## src/rtl/regfile_wb_arbiter.sv

```systemverilog
// regfile_wb_arbiter: shares the register-file write port between ALU (0), load unit (1) and multiplier (2)
// Arbitration: fixed priority 0 > 1 > 2 by default; round-robin when the WB_RR_EN macro is defined.
module regfile_wb_arbiter #(
   parameter int DATA_W = 32,
   parameter int ADDR_W = 5,
   parameter int CNT_W  = 16
) (
   input  logic                clk,
   input  logic                reset,
   input  logic [2:0]          req_valid,
   input  logic [3*ADDR_W-1:0] req_addr,
   input  logic [3*DATA_W-1:0] req_data,
   output logic [2:0]          req_ready,
   output logic                RegWrite,
   output logic [ADDR_W-1:0]   writeReg,
   output logic [DATA_W-1:0]   writeData,
   output logic [CNT_W-1:0]    commit_count
);
   logic [1:0]        grantIdx;
   logic              grantValid;
   logic [ADDR_W-1:0] grantAddr;
   logic [DATA_W-1:0] grantData;
   logic              commitNext;
`ifdef WB_RR_EN
   logic [1:0] lastGrant;
   logic [1:0] firstIdx;
   logic [1:0] secondIdx;
   logic [1:0] thirdIdx;
   // Search order rotates so the requester after the last winner is tried first
   always_comb begin
      firstIdx  = (lastGrant >= 2'd2) ? 2'd0 : lastGrant + 2'd1;
      secondIdx = (firstIdx == 2'd2) ? 2'd0 : firstIdx + 2'd1;
      thirdIdx  = (secondIdx == 2'd2) ? 2'd0 : secondIdx + 2'd1;
      grantIdx  = req_valid[firstIdx] ? firstIdx : req_valid[secondIdx] ? secondIdx : thirdIdx;
   end
   // Remember the winner of each transfer; reset points at 2 so requester 0 leads
   always_ff @(posedge clk) begin
      if (reset)
         lastGrant <= 2'd2;
      else if (grantValid)
         lastGrant <= grantIdx;
   end
`else
   // Fixed priority: lowest index wins
   always_comb grantIdx = req_valid[0] ? 2'd0 : req_valid[1] ? 2'd1 : 2'd2;
`endif
   // One-hot grant, suppressed during reset so requesters keep their requests
   always_comb begin
      grantValid = (|req_valid) && !reset;
      req_ready  = grantValid ? (3'b001 << grantIdx) : 3'b000;
      grantAddr  = req_addr[grantIdx*ADDR_W +: ADDR_W];
      grantData  = req_data[grantIdx*DATA_W +: DATA_W];
      commitNext = grantValid && (grantAddr != '0);
   end
   // Register the granted write; writes to x0 load the data path but never assert RegWrite
   always_ff @(posedge clk) begin
      if (reset) begin
         RegWrite  <= 1'b0;
         writeReg  <= '0;
         writeData <= '0;
      end else if (grantValid) begin
         RegWrite  <= commitNext;
         writeReg  <= grantAddr;
         writeData <= grantData;
      end else
         RegWrite <= 1'b0;
   end
   // Count committed writes, holding at all-ones instead of wrapping
   always_ff @(posedge clk) begin
      if (reset)
         commit_count <= '0;
      else if (commitNext && commit_count != '1)
         commit_count <= commit_count + 1'b1;
   end
endmodule

```

## config.mk

```make
export PLATFORM = sky130hd
export DESIGN_NAME = regfile_wb_arbiter
export DESIGN_NICKNAME = d
export VERILOG_FILES = /design/src/rtl/regfile_wb_arbiter.sv
export SDC_FILE = /design/constraint.sdc
export NUM_CORES = 1
export LEC_CHECK = 0
export ABC_AREA = 1
export CAP_MARGIN = 0
export CORE_MARGIN = 1.5
export CORE_UTILIZATION = 38
export CTS_CLUSTER_DIAMETER = 40
export DETAILED_ROUTE_END_ITERATION = 12
export GPL_TIMING_DRIVEN = 0
export PLACE_DENSITY = 0.82
export REMOVE_ABC_BUFFERS = 1
export SLEW_MARGIN = 10
export SYNTH_ARGS = -nofsm -noshare
export SYNTH_HDL_FRONTEND = slang
export SYNTH_SLANG_ARGS = --single-unit
```

## constraint.sdc

```tcl
create_clock -name clk -period 2.25 [get_ports clk]
set_clock_uncertainty 0.05 [all_clocks]
set_input_delay 0.45 -clock clk [delete_from_list [all_inputs] [get_ports clk]]
set_output_delay 0.45 -clock clk [all_outputs]
set_load 0.01 [all_outputs]
```

==> results.py <==
metrics = {
    "run_status": {
        "run_status": "complete, no violations",
    },
    "floorplan": {
        "floorplan.core_area_um2": 7292,
        "design.die.area_um2": 8094,
        "die_h_um": 89.97,
        "die_w_um": 89.97,
        "io_pins": 173,
        "placement_rows": 31,
        "initial_util": 0.3941,
    },
    "yosys": {
        "synth_top_cells_by_count": "sky130_fd_sc_hd__nand2_1, sky130_fd_sc_hd__dfxtp_1, sky130_fd_sc_hd__o21ai_0",
        "yosys.cell_types.count": 30,
        "yosys_warnings": 0,
        "synth_top_area_frac": 0.3761,
        "postSynth.asyncResetShare": 0,
        "yosys_register_bits": 54,
        "synth_enable_flop_cells": 0,
        "syn_area_per_cell_um2": 7.132,
        "netlist_top_cells_area": "sky130_fd_sc_hd__dfxtp_1, sky130_fd_sc_hd__nand2_1, sky130_fd_sc_hd__o21ai_0",
        "synth_top_area_cell": "sky130_fd_sc_hd__dfxtp_1",
        "yosys.cell_count.top_type": "sky130_fd_sc_hd__nand2_1",
        "synth_top_flop_cell": "sky130_fd_sc_hd__dfxtp_1",
        "seq_area_frac_synth": 0.3761,
        "netlist_instances": 403,
        "netlist_area_um2": 2874,
    },
    "setup_path": {
        "critical_path.endpoint_type": "output port",
        "rr_endpoint": "commit_count[1]",
        "regToRegSetupSlack_ns": 0.30,
        "cp_slowest_stage_delay_ns": 0.56,
        "r2r.worst_path.cells": 8,
        "worst-setup-path-type": "input port to output port",
        "regToRegStartpoint": "commit_count[1]",
        "timing.critical_path.from": "reset",
        "crit_path_cell_trace": "clkdlybuf4s15_2 -> nor2_1 -> clkdlybuf4s50_1",
        "worstSetupEndpoint": "req_ready[1]",
        "worst_path_max_delay_cell": "sky130_fd_sc_hd__clkdlybuf4s50_1",
        "worst_path_max_fanout": 18,
        "critPathArrivalTime_ns": 1.67,
        "critPathLaunchType": "input port",
        "critPathRequiredTime_ns": 1.75,
    },
    "cts": {
        "cts-htree-levels": 2,
        "numCtsBuffers": 5,
        "clock_insertion_delay_worst_skew_ns": 0.30,
        "hold_buffers": 0,
        "clock_sinks": 54,
        "root_buffer": "sky130_fd_sc_hd__clkbuf_8",
        "tritoncts": "yes",
        "clk_path_buf_depth": 2,
        "clock_transition_time_at_the_flip_flop_clock_pins_of_the_worst_setup_and_hold_paths_ns": 0.09,
    },
    "power_and_ir_drop": {
        "design_power_total_mw": 2.226,
        "portion_of_total_power_attributed_to_sequential_cells": 0.472,
        "comb_power_share": 0.295,
        "cell_internal_pwr_mw": 1.619,
        "vdd.ir_drop.worst_v": 0.0002482,
        "total_leakage_power_nw": 1.783,
        "sw_frac_of_total": 0.2726,
        "switching_power_mw": 0.6070,
        "p_per_area_nw_per_um2": 452.5,
        "power.clock.fraction": 0.233,
    },
    "sta": {
        "fin_crit_sh": 0.9651,
        "drv_slew": 0,
        "finalSetupTns_ns": 0,
        "final-setup-viol-count": 0,
        "timing.final.hold_violations": 0,
        "worstMarginPinSlew_ns": 0.8010,
        "clock.fmax_ghz": 0.4605,
        "max_slew_margin": 0.4654,
        "setup_repair_after_global_routing_missed_its_margin": "false",
        "timing.final.crit_period_ns": 2.171,
    },
    "cells_and_area": {
        "antenna_cells_inserted": 0,
        "flow.area_growth_from_synthesis_pct": 71.18,
        "n_fill_cell": 618,
        "drive_gt1_frac": 0.09441,
        "num-nets-final": 689,
    },
    "place": {
        "numPortBuffers": 172,
        "detailed_place_hpwl_mm": 7.108,
        "gp_congestion": 0.8650,
    },
    "routing": {
        "route.vias.total": 3621,
        "wl_per_cell_um": 16.02,
        "route.detailed.vias_per_inst": 5.396,
        "ant_nets": 0,
        "drt_iter0_drc": 152,
        "drcViolationCount": 0,
        "drt_pass1_iterations": 4,
        "totalWireLength_mm": 10.75,
    },
    "worst_hold_path": {
        "hold_class": "flip-flop to flip-flop",
    },
    "global_route": {
        "maximum_number_of_pins_on_one_net_before_global_route_repair": 41,
        "first_pass_grt_wire_length_mm": 16.83,
        "grt_antenna_before_repair": 0,
        "groute.usage.overall": 0.2584,
        "grt.overflow.total": 0,
        "vias_in_the_first_global_route": 3471,
    },
    "flow_run": {
        "maxCapViolCount": 0,
    },
}
worst max-delay path: cells and delay by family:
family	cells	cell delay, ns
AND/OR/NAND/NOR	1	0.21
buffers and inverters	2	1.00
through the flow:
| step | worst slack (ns) | cells | instance area (µm²) | hold slack [ns] | util |
|---|---|---|---|---|---|
| 4_1_cts | 0.02673 | 665 | 4873 | 0.4718 | 0.6683 |
| 3_5_place_dp | -1.231 | 648 | 4656 | 0.4566 | 0.6385 |
| 2_1_floorplan | -1.134 | 375 | 2745 | 0.4507 | - |
| 3_3_place_gp | -4.816 | 646 | 4591 | 0.4302 | 0.6295 |
| 6_report | 0.07863 | 671 | 4920 | 0.4621 | 0.6747 |
| 5_1_grt | 0.03176 | 671 | 4920 | 0.4953 | 0.6747 |
sequential cells by signal, summed over array words and instances (netlist names):
name,cells
writeData,32
writeReg,5
commit_count,16
RegWrite,1
power by group through the flow:
| stage | logic, mW | clock network, mW | registers, mW |
|---|---|---|---|
| final | 0.657 | 0.519 | 1.05 |
| after global routing | 0.705 | 0.571 | 1.06 |
| after CTS | 0.649 | 0.531 | 1.05 |
| after detailed placement | 0.611 | 0 | 1.07 |
| after global placement | 0.591 | 0 | 1.07 |
| after floorplan | 0.165 | 0 | 1.10 |
layer usage:
metal / up-vias / track usage / part of all wire / routed length [µm]
li1: 1733 / - / - / -
met2: 156 / 0.4542 / 0.50 / 5340
met5: - / 0 / 0 / 0
met3: 24 / 0.07699 / 0.075 / 805
met4: 0 / 0.08598 / 0.025 / 269
met1: 1708 / 0.2990 / 0.40 / 4334
cells in the final DEF (no fill, tap or decap), types with 7 or more instances in the layout:
cell,synthesis,final
sky130_fd_sc_hd__o21ai_0,39,39
sky130_fd_sc_hd__a22oi_1,21,21
sky130_fd_sc_hd__nand2_1,105,105
sky130_fd_sc_hd__clkdlybuf4s50_1,0,167
sky130_fd_sc_hd__a41oi_1,10,10
sky130_fd_sc_hd__a21oi_1,7,7
sky130_fd_sc_hd__buf_4,2,12
sky130_fd_sc_hd__nand4_1,16,16
sky130_fd_sc_hd__nand2_2,8,8
sky130_fd_sc_hd__a31oi_1,22,22
sky130_fd_sc_hd__nor2_1,31,28
sky130_fd_sc_hd__dfxtp_1,54,54
sky130_fd_sc_hd__inv_1,18,16
sky130_fd_sc_hd__nand3_1,13,13
sky130_fd_sc_hd__a21oi_2,8,8
area by class of cell:
class / instances / area, µm² / share of cell area
repair inverters: 1 / 7.507 / 0.001526
inverters: 19 / 78.83 / 0.01602
flip-flops and latches: 54 / 1081 / 0.2197
multi-input cells: 303 / 1627 / 0.3306
well taps: 99 / 123.9 / 0.02518
clock buffers: 7 / 76.32 / 0.01551
repair buffers: 188 / 1926 / 0.3914
how the worst min path moves through the flow:
stage,endpoint,slack (ns),from,cells after the start
2_1_floorplan,commit_count[15],0.45,commit_count[15],2
3_3_place_gp,commit_count[15],0.43,commit_count[15],2
3_5_place_dp,commit_count[15],0.46,commit_count[15],2
4_1_cts,commit_count[15],0.47,commit_count[15],2
5_1_grt,writeData[14],0.50,req_valid[0],3
6_report,commit_count[15],0.46,commit_count[15],2
timing repair:
action / 4_1_cts / 5_1_grt
gates cloned: 3 / 1
pin swaps: 5 / 3
hold endpoints to repair: 0 / 0
setup buffers: 7 / 5
gates resized for setup: 15 / 3
endpoints found under the setup margin: 57 / 40
cell families after synthesis:
group,share of synthesized area
AO/OA/AOI/OAI,0.2429
XOR/XNOR,0.01828
adder cells (fa/ha/maj),0.004353
buffers and inverters,0.06965
flip-flops,0.3761
AND/OR/NAND/NOR,0.2886
Note: power is estimated with default switching activity, not from simulation.
==> RTL change 1 (same flow settings) <==
The parameter `DATA_W` goes from 32 to 16.
--- a/src/rtl/regfile_wb_arbiter.sv
+++ b/src/rtl/regfile_wb_arbiter.sv
@@ -2,5 +2,5 @@
 // Arbitration: fixed priority 0 > 1 > 2 by default; round-robin when the WB_RR_EN macro is defined.
 module regfile_wb_arbiter #(
-   parameter int DATA_W = 32,
+   parameter int DATA_W = 16,
    parameter int ADDR_W = 5,
    parameter int CNT_W  = 16
Interface: changed (resized req_data and writeData); port bits go from 173 to 109. The function was not compared with the original's and may differ.
==> RTL change 1 against the original RTL <==
  * Critical path depth rose by 7
  * Worst setup slack better by 0.12 ns
  * Final area down 31%
  * Total power decreased by 28%
  * Clock power fell by 7.3%
  * Area after synthesis shrank 24%
  * Routed wire length down 38%
  * Sequential cell count decreased by 16
  * Via count down 30%
  * Utilization down 6.0 points
==> RTL change 1: results (changes against the original RTL) <==
metric,value,unit,change
slowest_stage,dfxtp_1,,was clkdlybuf4s50_1
clk_pin_slew,0.07,ns,was 0.09 ns
multiInputGateArea,0.00129,mm²,was 0.00163 mm²
p_sw_share,26.7,%,was 27.3%
ys_types,32,,was 30
place.gp.congestion,0.785,,was 0.865
crit_path_max_incr_delay,0.39,ns,was 0.56 ns
p_leak,1.24,nW,was 1.78 nW
r2r_slack,0.20,ns,was 0.30 ns
clkCellAreaFrac,2.68,%,was 1.55%
crit_start,commit_count[0],,was reset
reg_top3,"commit_count (16), writeData (16), writeReg (5)",,"was writeData (32), commit_count (16), writeReg (5)"
ys_seq_area_share,34.6,%,was 37.6%
buffer_area_share,32.3,%,was 39.1%
dpl.hpwl,4570,µm,was 7110 µm
signal_buffers,111,,was 188
grt_use_total,22.3,%,was 25.8%
first_global_vias,2412,,"was 3,471"
peakVddDrop,0.294,mV,was 0.248 mV
avgViaCountPerCell,5.18,,was 5.40
numClockSinks,38,,was 54
avgSynthCellArea,7.09,µm²,was 7.13 µm²
synthAdderAreaFrac,0.569,%,was 0.435%
grt_max_degree,25,,was 41
fmax,0.489,GHz,was 0.461 GHz
ys_top_cells_by_area,"dfxtp_1 (35%), nand2_1 (14%), o21ai_0 (5.5%)",,"was dfxtp_1 (38%), nand2_1 (14%), o21ai_0 (6.8%)"
num-multi-input-gates,238,,was 303
post-place-ws,-1.73,ns,was -1.23 ns
layout-drive-gt1-share,11.4,%,was 9.44%
critical_path_arrival,2.18,ns,was 1.67 ns
ys_top_cells_by_count,"nand2_1 (83), dfxtp_1 (38), nor2_1 (25)",,"was nand2_1 (105), dfxtp_1 (54), o21ai_0 (39)"
fin_util,61.4,%,was 67.5%
slew_headroom,52.5,%,was 46.5%
stdcell_area,0.00340,mm²,was 0.00492 mm²
path_delay_family,simple AND/OR/NAND/NOR gates,,was buffers and inverters
synth_xor_area_share,2.39,%,was 1.83%
clk-insertion-delay-late,0.28,ns,was 0.30 ns
outcome,"complete, no violations",,unchanged
drt_first_iter_violations,119,,was 152
cp_max_fo,17,,was 18
-- RTL change 1: what timing repair did --
action | CTS | global route
pin swaps | 3 | 0
hold endpoints to repair | 0 | 0
setup endpoints to repair | 41 | 1
buffers inserted | 3 | 0
gates resized for setup | 17 | 1
cloned | 2 | 0
-- RTL change 1: power groups by stage --
stage / clock [mW] / sequential, mW / combinational (mW)
detailed placement: 0 / 0.746 / 0.380
global placement: 0 / 0.743 / 0.375
finish: 0.481 / 0.731 / 0.389
CTS: 0.501 / 0.730 / 0.391
global route: 0.539 / 0.735 / 0.422
floorplan: 0 / 0.762 / 0.117
-- RTL change 1: layer usage --
| metal | global-route usage (%) | part of all wire, % |
|---|---|---|
| met5 | 0 | 0 |
| met1 | 24.9 | 40 |
| met2 | 40.4 | 52 |
| met3 | 7.01 | 7.1 |
| met4 | 6.14 | 1.0 |
==> RTL change 2 (same flow settings) <==
Without the edit above. Register the output `commit_count` once more; this adds one clock of latency there. The other outputs are not delayed to match.
--- a/src/rtl/regfile_wb_arbiter.sv
+++ b/src/rtl/regfile_wb_arbiter.sv
@@ -17,4 +17,6 @@
    output logic [CNT_W-1:0]    commit_count
 );
+
+   logic [CNT_W-1:0] commit_count_s0;
    logic [1:0]        grantIdx;
    logic              grantValid;
@@ -69,8 +71,12 @@
    always_ff @(posedge clk) begin
       if (reset)
-         commit_count <= '0;
-      else if (commitNext && commit_count != '1)
-         commit_count <= commit_count + 1'b1;
+         commit_count_s0 <= '0;
+      else if (commitNext && commit_count_s0 != '1)
+         commit_count_s0 <= commit_count_s0 + 1'b1;
    end
+   always_ff @(posedge clk) begin
+      commit_count <= commit_count_s0;
+   end
+
 endmodule
 
Formal check against the unedited RTL: not equivalent (a bounded check fails within 4 cycles, from zero or initial values and one cycle with reset high).
==> RTL change 2 against the original RTL <==
  * Utilization decreased by 2.2 points
  * Sequential cell count increased by 16
  * Global-route usage decreased by 1.9 points
  * Combinational power decreased by 1%
  * Synthesized cell count increased by 3.7%
  * Worst setup slack got worse by 0.025 ns
  * Critical endpoint unchanged
  * Routed wire length decreased by 0.32%
  * Area after synthesis increased by 12%
  * Sequential power increased by 28%
  * Total power increased by 36%
  * Final area increased by 9.0%
==> RTL change 2: results (changes against the original RTL) <==
metric,value,unit,change
antenna_found_initial,0,,unchanged
layout-drive-gt1-share,10.8,%,was 9.44%
crit_path_max_incr_delay,0.59,ns,was 0.56 ns
synthAdderAreaFrac,0.387,%,was 0.435%
ys_top_cells_by_area,"dfxtp_1 (43%), nand2_1 (12%), o21ai_0 (5.7%)",,"was dfxtp_1 (38%), nand2_1 (14%), o21ai_0 (6.8%)"
tightest_slew,1.01,ns,was 0.801 ns
root_buffer,clkbuf_8,,unchanged
dr.pass1.iters,5,,was 4
clk-insertion-delay-late,0.33,ns,was 0.30 ns
reg2reg_depth,11,,was 8
p_leak,1.99,nW,was 1.78 nW
peakVddDrop,0.303,mV,was 0.248 mV
hold_ws,0.333,ns,was 0.462 ns
avgViaCountPerCell,5.33,,was 5.40
htreeDepth,3,,was 2
place_area,0.00501,mm²,was 0.00466 mm²
outcome,"complete, no violations",,unchanged
synth_compound_area_share,21.8,%,was 24.3%
min_from,commit_count_s0[15],,was commit_count[15]
ys_types,33,,was 30
nNetsFinal,705,,was 689
r2r-start,commit_count_s0[1],,was commit_count[1]
place.gp.congestion,0.857,,was 0.865
rr_endpoint,commit_count_s0[1],,was commit_count[1]
fillers,698,,was 618
cts_buffers,9,,was 5
critical_path_arrival,1.70,ns,was 1.67 ns
first_global_vias,3614,,"was 3,471"
ys_top_cells_by_count,"nand2_1 (103), dfxtp_1 (70), o21ai_0 (37)",,"was nand2_1 (105), dfxtp_1 (54), o21ai_0 (39)"
wl_per_cell,15.4,µm,was 16.0 µm
path_delay_family,buffers and inverters,,unchanged
grt_use_total,24.0,%,was 25.8%
synth_xor_area_share,1.90,%,was 1.83%
r2r_slack,0.25,ns,was 0.30 ns
dpl.hpwl,7200,µm,was 7110 µm
clk_pin_slew,0.07,ns,was 0.09 ns
synth_mux_area_share,0,%,unchanged
drt_first_iter_violations,170,,was 152
post-place-ws,-1.14,ns,was -1.23 ns
grt_first_pass_wirelength,16800,µm,about the same
setup_slack,0.0537,ns,was 0.0786 ns
## RTL change 2: cell types whose count changed after synthesis, sizes merged, moves of 2 or more
| cell | unedited run | this run |
|---|---|---|
| dfxtp | 54 | 70 |
| nor3 | 4 | 1 |
| nand4 | 16 | 19 |
| inv | 19 | 17 |
## RTL change 2: what timing repair did
item                                    in CTS  in global routing
buffers inserted                             4                  6
pin swaps                                    4                  3
hold buffers                                 0                  0
endpoints found under the setup margin      57                 17
gates cloned                                 3                  0
gates resized for setup                     12                  4
## RTL change 2: per-layer routing
layer	wire length, µm	global-route usage, %
met4	322	10.8
met3	835	6.06
met1	4100	26.0
met5	0	0
met2	5460	43.4
## RTL change 2: report_power, final
| part | internal [mW] | leakage (nW) | switching [mW] | total, mW |
|---|---|---|---|---|
| Combinational | 0.382 | 1.31 | 0.267 | 0.649 |
| Sequential | 1.31 | 0.577 | 0.0349 | 1.34 |
| Clock | 0.573 | 0.0996 | 0.463 | 1.04 |
## RTL change 2: final cells by class
cell class | count | area share, %
clock buffers | 13 | 2.96
multi-input cells | 305 | 31.2
flip-flops and latches | 70 | 26.1
clock inverters | 3 | 0.793
well taps | 105 | 2.45
inverters | 17 | 1.19
repair buffers | 185 | 35.3
## RTL change 2: through the flow
step | TNS [ns] | std cells | util, %
after floorplan | -3.89 | 390 | -
after global placement | -148.19 | 667 | 60.2
after detailed placement | -39.96 | 669 | 61.0
after CTS | 0 | 692 | 64.6
after global routing | 0 | 698 | 65.3
final | 0 | 698 | 65.3
## RTL change 2: cell families after synthesis
kind of cell	count (synthesis)
and+or+nand+nor	185
AOI/OAI and AO/OA	110
DFF	70
buffers and inverters	45
xor gates and xnor gates	7
adders and majority gates	1
## RTL change 2: worst min path at each step
stage	to	cells past startpoint
after global placement	commit_count[15]	0
after CTS	commit_count[15]	0
after global routing	commit_count[15]	0
after detailed placement	commit_count[15]	0
after floorplan	commit_count[15]	0
final	commit_count[15]	0
